[config.mk]
export PLATFORM = sky130hd
export DESIGN_NAME = spi_initiator
export DESIGN_NICKNAME = d
export VERILOG_FILES = /design/src/rtl/spi_initiator.sv
export SDC_FILE = /design/constraint.sdc
export NUM_CORES = 1
export LEC_CHECK = 0
export CORE_UTILIZATION = 35
export DETAILED_ROUTE_END_ITERATION = 8
export PLACE_DENSITY_LB_ADDON = 0.08
export SYNTH_ARGS = -nofsm -noshare
export SYNTH_HDL_FRONTEND = slang
export SYNTH_SLANG_ARGS = --single-unit
[constraint.sdc]
create_clock -name clk -period 2.13 [get_ports clk]
set_input_delay 0.426 -clock clk [delete_from_list [all_inputs] [get_ports clk]]
set_output_delay 0.426 -clock clk [all_outputs]
set_load 0.01 [all_outputs]
[src/rtl/spi_initiator.sv]
// spi_initiator: byte-stream SPI mode-0 initiator (CPOL=0, CPHA=0), MSB-first,
// with one rx_valid strobe per received byte and cs_n framing over tx_last.
module spi_initiator #(
  parameter int CLK_DIV = 4
) (
  input  logic       clk,
  input  logic       reset,
  input  logic [7:0] tx_data,
  input  logic       tx_valid,
  input  logic       tx_last,
  output logic       tx_ready,
  output logic [7:0] rx_data,
  output logic       rx_valid,
  output logic       busy,
  output logic       sck,
  output logic       mosi,
  input  logic       miso,
  output logic       cs_n
);
  typedef enum logic [2:0] {IDLE, SETUP, SHIFT, WAIT, HOLD, GAP} state_t;
  localparam logic [7:0] DIV_M1 = 8'(CLK_DIV - 1);
  state_t state_q, state_d;
  logic [7:0] cnt_q, cnt_d, tx_sr_q, tx_sr_d, rx_sr_q, rx_sr_d, rx_data_q, rx_data_d;
  logic [3:0] bit_q, bit_d;
  logic last_q, last_d, sck_q, sck_d, mosi_q, mosi_d, cs_n_q, cs_n_d;
  logic rx_valid_q, rx_valid_d, busy_q;
  logic hs, tick;
  assign tx_ready = !reset && (state_q == IDLE || state_q == WAIT);
  assign hs = tx_valid && tx_ready;
  assign tick = cnt_q == 8'd0;
  assign {rx_data, rx_valid, busy, sck, mosi, cs_n} = {rx_data_q, rx_valid_q, busy_q, sck_q, mosi_q, cs_n_q};
  // The divider free-runs and reloads on every tick, so each state that times
  // a phase sees its next tick exactly CLK_DIV cycles after entry.
  always_comb begin
    state_d = state_q;
    cnt_d = tick ? DIV_M1 : cnt_q - 8'd1;
    tx_sr_d = tx_sr_q;
    rx_sr_d = rx_sr_q;
    rx_data_d = rx_data_q;
    bit_d = bit_q;
    last_d = last_q;
    sck_d = sck_q;
    mosi_d = mosi_q;
    cs_n_d = cs_n_q;
    rx_valid_d = 1'b0;
    case (state_q)
      IDLE, WAIT: if (hs) begin
        state_d = SETUP;
        cnt_d = DIV_M1;
        bit_d = 4'd0;
        tx_sr_d = tx_data;
        last_d = tx_last;
        mosi_d = tx_data[7];
        cs_n_d = 1'b0;
      end
      SETUP, SHIFT: if (tick && !sck_q) begin
        state_d = SHIFT;
        sck_d = 1'b1;
        rx_sr_d = {rx_sr_q[6:0], miso};
        bit_d = bit_q + 4'd1;
      end else if (tick) begin
        sck_d = 1'b0;
        if (bit_q == 4'd8) begin
          rx_data_d = rx_sr_q;
          rx_valid_d = 1'b1;
          state_d = last_q ? HOLD : WAIT;
        end else begin
          tx_sr_d = {tx_sr_q[6:0], 1'b0};
          mosi_d = tx_sr_q[6];
        end
      end
      HOLD: if (tick) begin
        state_d = GAP;
        cs_n_d = 1'b1;
      end
      GAP: if (tick) state_d = IDLE;
      default: state_d = IDLE;
    endcase
  end
  always_ff @(posedge clk) begin
    if (reset) begin
      state_q <= IDLE;
      cnt_q <= 8'd0;
      tx_sr_q <= 8'd0;
      rx_sr_q <= 8'd0;
      rx_data_q <= 8'd0;
      bit_q <= 4'd0;
      last_q <= 1'b0;
      sck_q <= 1'b0;
      mosi_q <= 1'b0;
      cs_n_q <= 1'b1;
      rx_valid_q <= 1'b0;
      busy_q <= 1'b0;
    end else begin
      state_q <= state_d;
      cnt_q <= cnt_d;
      tx_sr_q <= tx_sr_d;
      rx_sr_q <= rx_sr_d;
      rx_data_q <= rx_data_d;
      bit_q <= bit_d;
      last_q <= last_d;
      sck_q <= sck_d;
      mosi_q <= mosi_d;
      cs_n_q <= cs_n_d;
      rx_valid_q <= rx_valid_d;
      busy_q <= state_d != IDLE;
    end
  end
endmodule

# After elaboration in Yosys (flattened, before gate mapping)
# Cells that the tools add are included.
[totals] reg_bits=44 input_bits=13 out_inout_bits=14 word_cells=81
[classes] addsub=2 n_eq_ne=12 muxes=30 bitwise_logic=3 n_reduce_logical=22
[op_table] cell="$mux 7" count=4
[op_table] cell="$mux 8" count=3
[op_table] cell="$mux 3" count=7
[op_table] cell="$pmux 7 s2" count=1
[op_table] cell="$ne 2x2->1 const B" count=6
[op_table] cell="$pmux 3 s4" count=1
[op_table] cell="$mux 1" count=9
[op_table] cell="$logic_not 8->1" count=1
[op_table] cell="$mux 4" count=2
[op_table] cell="$pmux 4 s2" count=1
[op_table] cell="$sub 8x1->8 const B" count=1
[op_table] cell="$eq 3x2->1 const B" count=2
[op_table] cell="$eq 3x3->1 const B" count=2
[op_table] cell="$reduce_and 2->1" count=3
[op_table] cell="$reduce_and 3->1" count=2
[op_table] cell="$reduce_bool 2->1" count=3
[op_table] cell="$reduce_and 5->1" count=1
[op_table] cell="$add 4x1->4 const B" count=1
[op_table] cell="$eq 4x4->1 const B" count=1
[op_table] cell="$pmux 1 s2" count=2
[op_table] cell="$reduce_and 4->1" count=1
[op_table] cell="$reduce_or 2->1" count=2
[op_table] cell="$reduce_or 4->1" count=1
[op_table] cell="$eq 3x1->1 const B" count=1
[op_table] cell="other kinds (6)" count=11

# Logic depth before layout (Yosys ltp)
[depth] word_depth=7 depth_mapped=7 depth_no_buf=6

# Worst setup path after synthesis
# OpenSTA, ideal clock, no wires.
[synth_path] path_kind="reg2reg" start="reg bit_q[0]" end="reg busy_q, in the netlist busy" setup_time_ps=134 t_arrival_ps=1754 required_ps=1996 slack_ps=242 path_stages_with_launch=8 path_buffers=1 synth_period_minus_slack_ps=1888 cell_sequence="dfxtp_1 inv_1 ha_1 and4b_1 buf_2 nand4_1 a31o_1 or4b_1"
[synth_via] elab_chain_cells=6
[synth_rtl] item="from (decl)" line="24" rtl="logic [3:0] bit_q, bit_d;"
[synth_rtl] item="from (signal assigned)" line="100" rtl="bit_q <= bit_d;"
[synth_rtl] item="$eq 4x4->1" line="63" rtl="if (bit_q == 4'd8) begin"
[synth_rtl] item="$mux 3" line="63"
[synth_rtl] item="$mux 3" line="61" rtl="end else if (tick) begin"
[synth_rtl] item="$mux 3" line="56" rtl="SETUP, SHIFT: if (tick && !sck_q) begin"
[synth_rtl] item="$pmux 3 s4" line="46" rtl="case (state_q)"
[synth_rtl] item="$reduce_bool 3->1" line="106" rtl="busy_q <= state_d != IDLE;"
[synth_rtl] item="to (signal assigned)" line="93" rtl="busy_q <= 1'b0;"
[synth_rtl] item="to (signal assigned)" line="106"
[synth_rtl] item="to (decl)" line="26" rtl="logic rx_valid_q, rx_valid_d, busy_q;"
# Every way passes these cells.
# A chain may end at the register's enable or synchronous reset.

# Worst setup path in the final report
[layout_path] start="reg cnt_q[0]" end="reg tx_sr_q[2]"
[layout_via] elab_chain_cells=4 elab_cells_between_ends=5 cone_classes="eq/ne: 2; reduce/logical: 3"
[layout_rtl] item="from (decl)" line="23" rtl="logic [7:0] cnt_q, cnt_d, tx_sr_q, tx_sr_d, rx_sr_q, rx_sr_d, rx_data_q, rx_data_d;"
[layout_rtl] item="from (signal assigned)" line="96" rtl="cnt_q <= cnt_d;"
[layout_rtl] item="$logic_not 8->1 (*)" line="30" rtl="assign tick = cnt_q == 8'd0;"
[layout_rtl] item="$logic_and 1x1->1" line="56"
[layout_rtl] item="$ne 2x2->1 (no line)"
[layout_rtl] item="$reduce_and 5->1 (no line) (*)"
[layout_rtl] item="to (signal assigned)" line="97" rtl="tx_sr_q <= tx_sr_d;"
[layout_rtl] item="to (decl)" line="23"
# Mark *: on every way between the ends. The rest lies on a longest branch, timed or not.

==> out/metrics.yaml <==
sta:
  fin_ws_ns: 0.1305
  fin_crit_ns: 2.000
  finalCritPeriodShare_pct: 93.87
  tightestPinTransition_ns: 0.4801
  hold_viol_final: 0
  setup_violations: 0
  rsz0062_at_grt: "false"
  fin_skew_ns: 0.003709
  slew_headroom_pct: 67.75
  whs_ns: 0.4714
  setup_tns_ns: 0
  fmax_ghz: 0.5001
  slew_violations: 0
critical_path:
  path_max_fanout: 8
  startpoint_type: "flop"
  end_kind: "flop"
  arrival_ns: 2.18
  critPathRequiredTime_ns: 2.31
  critPathKind: "reg2reg"
finish:
  ff_latch_area_um2: 880.8
  areaGrowthSynthToFinish_pct: 24.52
  mostFrequentLayoutCells: "dfxtp_1, clkdlybuf4s50_1, a21oi_1, nor2_1, nand3_1"
  diodes: 0
  final_common_cell: "dfxtp_1"
  fill_cells: 588
  finalCoreUtilization_pct: 46.23
  drive_above_1_share_pct: 16.60
  multiInputGateArea_um2: 1131
  final_nets: 282
run:
  drv_cap: 0
global_route:
  globalRouteTotalUtil_pct: 16.20
  grt_pass1_vias: 1626
  grt_antenna_before_repair: 0
  grt_first_pass_wirelength_um: 7817
  grt.overflow.total: 0
  grt_start_max_net_pins: 27
power:
  p_int_mw: 1.764
  pwr-share-seq_pct: 39.0
  p_total_mw: 2.871
  power.density_nw_per_um2: 1108
  ir_drop_mv: 0.4641
  p_comb_share_pct: 43.6
  switching_power_mw: 1.108
  p_leak_nw: 1.006
  p_clk_share_pct: 17.5
  sw_frac_of_total_pct: 38.58
cts:
  cts_root_buffer: "clkbuf_8"
  cts_resized: 2
  cts_tree: "yes"
  cts_buffer_depth: 2
  clk_pin_slew_worst_paths_ns: 0.08
  cts_setup_buffers: 0
  htreeDepth: 2
  insertion_delay_ns: 0.29
  cts_sinks: 44
  cts-hold-fix-buffers: 0
  cts_buffers: 5
routing:
  viasPerCell: 5.065
  via_count: 1707
  routed_wl_um: 4680
  wl_per_cell_um: 13.89
  drtIter0Drc: 54
  dr.pass1.iters: 4
  ant_nets: 0
  post-route-drc-count: 0
worst_hold_path:
  min_path_type: "reg2reg"
placed_design:
  io_buffer_count: 26
  pre_cts_ws_ns: -0.1097
  gp_congestion: 0.8009
  hpwlAfterDp_um: 3370
yosys:
  synth_nets: 246
  syn_area_um2: 2082
  ys_dominant_reg_cell: "dfxtp_1"
  async_flop_share_pct: 0
  synth_cell_types: 42
  ys.warnings.count: 0
  synthCells: 229
  postSynthAreaPerCell_um2: 9.092
  synth_edf_count: 0
  synth-seq-cells: 44
  ys_seq_area_share_pct: 42.31
status:
  status: "finished clean"
floorplan:
  rows: 27
  die_w_um: 79.13
  io_pins: 27
  start_util_pct: 37.13
  core_area_um2: 5608
  die_y_um: 79.13
  die-area_um2: 6261
-- cell families after synthesis --
family | count (synthesis) | synth area share, %
xor+xnor | 8 | 3.366
fa+ha+maj | 4 | 2.404
simple gates | 82 | 24.10
buf+inv | 20 | 4.086
mux | 18 | 9.075
flops | 44 | 42.31
compound gates | 53 | 14.66
-- sequential cells by signal (all words and copies together), names as in the netlist --
name,count
cs_n,1
rx_valid,1
mosi,1
busy,1
bit_q,4
last_q,1
rx_data,8
cnt_q,8
tx_sr_q,7
sck,1
rx_sr_q,8
state_q,3
-- final cells by class --
type | instances | area share [%]
Multi-Input combinational cell | 165 | 43.63
Sequential cell | 44 | 33.98
Timing Repair Buffer | 43 | 14.91
Tap cell | 72 | 3.475
Clock buffer | 5 | 2.654
Inverter | 6 | 0.8687
Clock inverter | 2 | 0.4826
-- stage by stage --
stage               instance area (um^2)  instances
floorplan                           2082        229
global placement                    2497        330
detailed placement                  2497        330
CTS                                 2585        337
global route                        2592        337
finish                              2592        337
-- cell usage after synthesis (2+ instances only) --
master | n | area, um^2
nor4_4 | 2 | 42.54
a21oi_1 | 22 | 110.1
mux2i_1 | 11 | 110.1
nand2_1 | 8 | 30.03
a31oi_1 | 5 | 31.28
nand2b_1 | 3 | 18.77
o21ai_0 | 16 | 80.08
a31o_2 | 2 | 17.52
xnor2_1 | 5 | 43.79
buf_2 | 8 | 40.04
nor2b_1 | 8 | 50.05
inv_1 | 6 | 22.52
or4b_1 | 3 | 30.03
nor3b_1 | 3 | 22.52
ha_1 | 4 | 50.05
clkbuf_1 | 6 | 22.52
nor2_1 | 20 | 75.07
dfxtp_1 | 44 | 880.8
nand4_1 | 3 | 18.77
xor2_1 | 3 | 26.28
mux2_2 | 7 | 78.83
or3b_2 | 3 | 26.28
nand3_1 | 18 | 90.09
-- per-layer routing --
metal / global-route usage [%] / part of all wire [%]
met4: 6.545 / 0.66
met3: 3.448 / 2.5
met5: 0 / 0
met1: 21.60 / 50
met2: 25.26 / 46
-- path summary, 6_finish.rpt --
path	start	endpoint	slack, ns	cells after the start
worst max register to register	cnt_q[0]$_SDFF_PP0_	tx_sr_q[2]$_SDFFE_PP0P_	0.13	7
worst min register to register	rx_sr_q[7]$_SDFFE_PP0P_	rx_data[7]$_SDFFE_PP0P_	0.47	2
worst max-delay path	cnt_q[0]$_SDFF_PP0_	tx_sr_q[2]$_SDFFE_PP0P_	0.13	7
worst min-delay path	rx_sr_q[7]$_SDFFE_PP0P_	rx_data[7]$_SDFFE_PP0P_	0.47	2
-- power by group through the flow --
stage	Sequential (mW)	Clock [mW]	Combinational, mW
CTS	1.11	0.531	1.25
floorplan	1.09	0	0.879
finish	1.12	0.502	1.25
global placement	1.12	0	1.25
detailed placement	1.13	0	1.25
global route	1.14	0.574	1.37
-- critical path: stages (launching register included) --
cell and delay, ns:
dfxtp_1 0.34, inv_1 0.08, ha_1 0.16, nor3b_2 0.33
buf_4 0.18, nand4_1 0.13, o21a_1 0.35, mux2_2 0.32
No activity file was read; power rests on OpenSTA's default activity.
